$ cat config.mk
export PLATFORM = sky130hd
export DESIGN_NAME = data_mem_ctrl
export DESIGN_NICKNAME = d
export VERILOG_FILES = /design/src/rtl/data_mem_ctrl.sv
export SDC_FILE = /design/constraint.sdc
export NUM_CORES = 1
export LEC_CHECK = 0
export ABC_AREA = 1
export CAP_MARGIN = 25
export CORE_ASPECT_RATIO = 0.9
export CORE_MARGIN = 4
export CORE_UTILIZATION = 50
export CTS_BUF_LIST = sky130_fd_sc_hd__clkbuf_8 sky130_fd_sc_hd__clkbuf_16
export CTS_CLUSTER_SIZE = 10
export DETAILED_ROUTE_END_ITERATION = 12
export PLACE_DENSITY = 0.66
export SYNTH_ARGS = -nofsm -noshare
export SYNTH_HDL_FRONTEND = slang
export SYNTH_SLANG_ARGS = --single-unit
$ cat constraint.sdc
create_clock -name clk -period 3.1 [get_ports clk]
set_input_delay 0.775 -clock clk [delete_from_list [all_inputs] [get_ports clk]]
set_output_delay 0.775 -clock clk [all_outputs]
set_load 0.005 [all_outputs]
$ cat src/rtl/data_mem_ctrl.sv
// Byte-wide data memory with a fixed-latency request/complete handshake.
// Illegal requests complete immediately with err and leave memory and rdata untouched.
module data_mem_ctrl #(
   parameter int unsigned DEPTH   = 64,
   parameter int unsigned LATENCY = 2
) (
   input  logic       clk,
   input  logic       rst_n,
   input  logic       memread,
   input  logic       memwrite,
   input  logic [7:0] addr,
   input  logic [7:0] wdata,
   output logic [7:0] rdata,
   output logic       busy,
   output logic       done,
   output logic       err
);

   localparam int unsigned AW        = (DEPTH > 1) ? $clog2(DEPTH) : 1;
   localparam logic [8:0]  DEPTH_LIM = 9'(DEPTH);
   localparam logic [3:0]  CNT_LOAD  = 4'(LATENCY - 1);

   typedef enum logic [1:0] {S_IDLE, S_WAIT, S_DONE} state_t;

   state_t        state;
   logic [3:0]    cnt;
   logic [AW-1:0] cap_addr;
   logic [7:0]    cap_wdata;
   logic          cap_write;
   logic [7:0]    mem [DEPTH];
   logic          req;
   logic          legal;

   always_comb begin
      req   = memread | memwrite;
      legal = (memread ^ memwrite) && ({1'b0, addr} < DEPTH_LIM);
   end

   always_ff @(posedge clk or negedge rst_n) begin
      if (!rst_n) begin
         state     <= S_IDLE;
         cnt       <= '0;
         cap_addr  <= '0;
         cap_wdata <= '0;
         cap_write <= 1'b0;
         busy      <= 1'b0;
         done      <= 1'b0;
         err       <= 1'b0;
         rdata     <= '0;
         for (int unsigned i = 0; i < DEPTH; i++) mem[i] <= '0;
      end else begin
         case (state)
            S_IDLE: begin
               done <= 1'b0;
               err  <= 1'b0;
               if (req) begin
                  busy      <= 1'b1;
                  cap_addr  <= addr[AW-1:0];
                  cap_wdata <= wdata;
                  cap_write <= memwrite;
                  if (legal) begin
                     state <= S_WAIT;
                     cnt   <= CNT_LOAD;
                  end else begin
                     // Rejected request skips WAIT and reports err with its done pulse
                     state <= S_DONE;
                     done  <= 1'b1;
                     err   <= 1'b1;
                  end
               end
            end
            S_WAIT: begin
               if (cnt == '0) begin
                  if (cap_write) mem[cap_addr] <= cap_wdata;
                  else           rdata         <= mem[cap_addr];
                  done  <= 1'b1;
                  state <= S_DONE;
               end else begin
                  cnt <= cnt - 4'd1;
               end
            end
            S_DONE: begin
               state <= S_IDLE;
               busy  <= 1'b0;
               done  <= 1'b0;
               err   <= 1'b0;
            end
            default: state <= S_IDLE;
         endcase
      end
   end

endmodule

==> run_results.csv <==
group,metric,value,unit
status,status,"finished, final reports clean",
clock_tree,post_cts_resized,0,
synthesis,yosysTopAreaCell,"dfrtp_1",
synthesis,synth_area,0.0257,mm2
critical_path,ff2ff_setup_slack,0.29,ns
clock_tree,cts_max_level,2,
clock_tree,cts_tree,"yes",
drt,drc,0,
synthesis,synth_flop_cell,"dfrtp_1",
synthesis,synth_warnings,0,
drt,dr_wl_met3,5030,um
floorplanning,dieArea,0.0551,mm2
timing,clock_skew,0.0261,ns
timing,tightest_slew,0.922,ns
critical_path,startpoint_type,"flip-flop",
placement,place.gp.congestion,0.864,
synthesis,ys_async_sr_fraction,1.00,
drt,wl_met2,32100,um
synthesis,yosysUniqueCellTypes,27,
synthesis,synth_area_per_cell,7.71,um2
layout,fin_area,0.0285,mm2
global_routing,grt_pass1_wl,117000,um
power,netSwitchingFraction,0.400,
layout,antenna_cells,0,
timing,report.final.slew_viol_count,0,
drt,top_layer,"met4",
clock_tree,cts_inserted_buffers,61,
clock_tree,ctsHoldBuffers,0,
timing,maxSlewHeadroom,0.382,
critical_path,reg2reg_from,"cap_addr[1]",
synthesis,ys_seq_elements,544,
timing,fin_crit_sh,0.906,
worst_hold_path,hp-class,"input pin to asynchronous set/reset pin",
critical_path,end_kind,"flip-flop",
timing,fin_crit,2.81,ns
clock_tree,postCtsSetupBuffers,0,
critical_path,r2r_cells,11,
flow_run,maxCapViolations,0,
critical_path,cp-endpoint,"rdata[3]",
global_routing,grt_usage,0.268,
global_routing,grt-ovfl-total,0,
power,clockPowerShare,0.297,
floorplanning,start_util,0.507,
power,cellLeakagePower,13.5,nW
floorplanning,core_area,0.0507,mm2
critical_path,worstPathMaxFanout,26,
critical_path,arrival,3.35,ns
drt,wirelength,72900,um
clock_tree,cts_root_buf,"clkbuf_16",
drt,wl_per_cell,18.3,um
clock_tree,clk_pin_slew,0.06,ns
drt,vias,21500,
clock_tree,ctsLongestPathBuffers,3,
clock_tree,clk-insertion-delay-late,0.62,ns
power,power.total,21.3,mW
clock_tree,cts.sinks,544,
synthesis,synth_edf_count,0,
floorplanning,placementRows,78,
power,peakVddDrop,0.916,mV
global_routing,grt_pass1_vias,20600,
placement,port-buffer-count,30,
drt,dr.pass1.iters,8,
timing,fmax,356,MHz
floorplanning,ios,31,
drt,met1_length,33600,um
timing,hold_viol_final,0,
critical_path,r2r-end,"rdata[3]",
layout,area.growth.synth_to_final,11.1,%
power,cellPowerDensity,746,mW/mm2
timing,setup_viol_count_final,0,
drt,ant_nets,0,
synthesis,ys_top_cells_by_area,"dfrtp_1 53%, nand2_1 16%, o21ai_0 11%",
placement,place_hpwl,46400,um
placement,dpl_cell_area,0.0269,mm2
layout,layout-drive-gt1-share,0.0639,
power,seqPwrFrac,0.350,
timing,rsz0062_at_grt,"no",
power,p_switching,8.51,mW
global_routing,grt_start_max_net_pins,104,
power,combPwrFrac,0.353,
timing,finalSetupTns,0,ns
synthesis,synthCells,3331,
synthesis,syn_nets,3357,
layout,nets,3316,
drt,drt_iter0_drc,2253,
drt,vias_per_cell,5.41,
critical_path,worstPathRequired,3.64,ns
floorplanning,die_x,247,um
synthesis,synth_top_area_frac,0.530,
critical_path,setup.worst_path.class,"flip-flop to flip-flop",
global_routing,grt_antenna_before_repair,0,
power,p_int,12.8,mW
synthesis,synth-seq-area-share,0.530,
critical_path,cp-startpoint,"cap_addr[1]",
floorplanning,fp.dieH,223,um
placed cells by master (no fill, tap or decap), types with 2 or more instances in the layout:
cell | netlist | layout
nor3_1 | 9 | 6
dfrtp_1 | 544 | 543
clkdlybuf4s50_1 | 0 | 29
buf_12 | 0 | 22
nor3_2 | 4 | 7
nor2_4 | 0 | 3
a21oi_1 | 5 | 5
o21ai_1 | 9 | 9
ha_1 | 6 | 6
clkinv_2 | 0 | 3
xor2_1 | 2 | 2
inv_2 | 1 | 5
o211ai_1 | 71 | 71
or2_2 | 35 | 35
nand2_2 | 2 | 3
nand2_1 | 1122 | 1121
o21ai_0 | 588 | 588
nor2_1 | 159 | 157
nand3_1 | 158 | 158
nor4_4 | 6 | 6
inv_1 | 392 | 395
buf_4 | 2 | 57
clkbuf_16 | 0 | 62
state kept, by name (all words and copies together), names as in the netlist:
name,flops
mem,512
cap_wdata,8
rdata,8
cap_addr,6
cnt,4
state,2
busy,1
cap_write,1
done,1
err,1
per-layer routing:
layer	vias up	GRT usage
li1	10300	-
met1	10400	0.404
met2	729	0.406
met3	144	0.0373
met4	0	0.0816
met5	-	0
final cells by class:
class / count / area, um2
Fill cell: 4669 / 22100
Sequential cell: 544 / 13600
Multi-Input combinational cell: 2181 / 9760
Clock buffer: 63 / 1570
Inverter: 393 / 1480
Timing Repair Buffer: 109 / 1170
Tap cell: 680 / 851
Clock inverter: 13 / 87.6
kinds of logic (layout without fill, tap and decap cells):
logic type,after synthesis,in the layout,synth area share
XOR/XNOR,2,2,0.000682
AND/OR/NAND/NOR,1498,1498,0.236
AO/OA/AOI/OAI,675,675,0.139
buffers and inverters,606,578,0.0914
flip-flops,544,544,0.530
adder cells (fa/ha/maj),6,6,0.00292
worst min path at each step:
stage	start	endpoint	slack (ns)	cells after the start
global route	rst_n	mem[162]	0.22	1
finish	rst_n	mem[188]	0.20	1
detailed placement	mem[493]	mem[493]	0.47	2
floorplan	mem[111]	mem[111]	0.45	2
global placement	mem[199]	mem[199]	0.46	2
CTS	rst_n	cap_addr[1]	0.21	1
metrics by stage:
stage | worst slack [ns] | utilization | cells | hold slack, ns
6_report | 0.292 | 0.563 | 3983 | 0.196
5_1_grt | 0.199 | 0.563 | 3983 | 0.218
4_1_cts | 0.343 | 0.563 | 3983 | 0.208
3_5_place_dp | 0.359 | 0.531 | 3907 | 0.465
3_3_place_gp | 0.388 | 0.531 | 3907 | 0.459
2_1_floorplan | 1.05 | - | 3331 | 0.445
worst max-delay path, stage by stage, from the launching register on:
cell,delay (ns)
dfrtp_1,0.51
inv_1,0.23
nor2_4,0.62
buf_4,0.45
nand3_1,0.15
nand2_1,0.12
o21ai_0,0.27
nand2_1,0.14
nor2_1,0.05
nand3_1,0.08
nand2_1,0.05
inv_1,0.05
power by group through the flow:
stage / clock network (mW) / logic (mW) / registers (mW)
2_1_floorplan: 0 / 4.51 / 7.46
3_3_place_gp: 0 / 7.39 / 7.56
3_5_place_dp: 0 / 7.41 / 7.57
4_1_cts: 6.45 / 7.44 / 7.44
5_1_grt: 6.73 / 8.19 / 7.46
6_report: 6.32 / 7.52 / 7.45
cells in the mapped netlist, types with 2 or more instances:
cell / number
a21oi_1: 5
buf_1: 6
buf_6: 4
nor4_4: 6
nor3_1: 9
inv_1: 392
xor2_1: 2
nor2_2: 2
o21ai_1: 9
nor3_2: 4
nor2_1: 159
o211ai_1: 71
ha_1: 6
nand2_2: 2
buf_2: 26
or2_2: 35
clkbuf_1: 173
dfrtp_1: 544
clkbuf_2: 2
o21ai_0: 588
buf_4: 2
nand3_1: 158
nand2_1: 1122
Note: power is estimated with default switching activity, not from simulation.
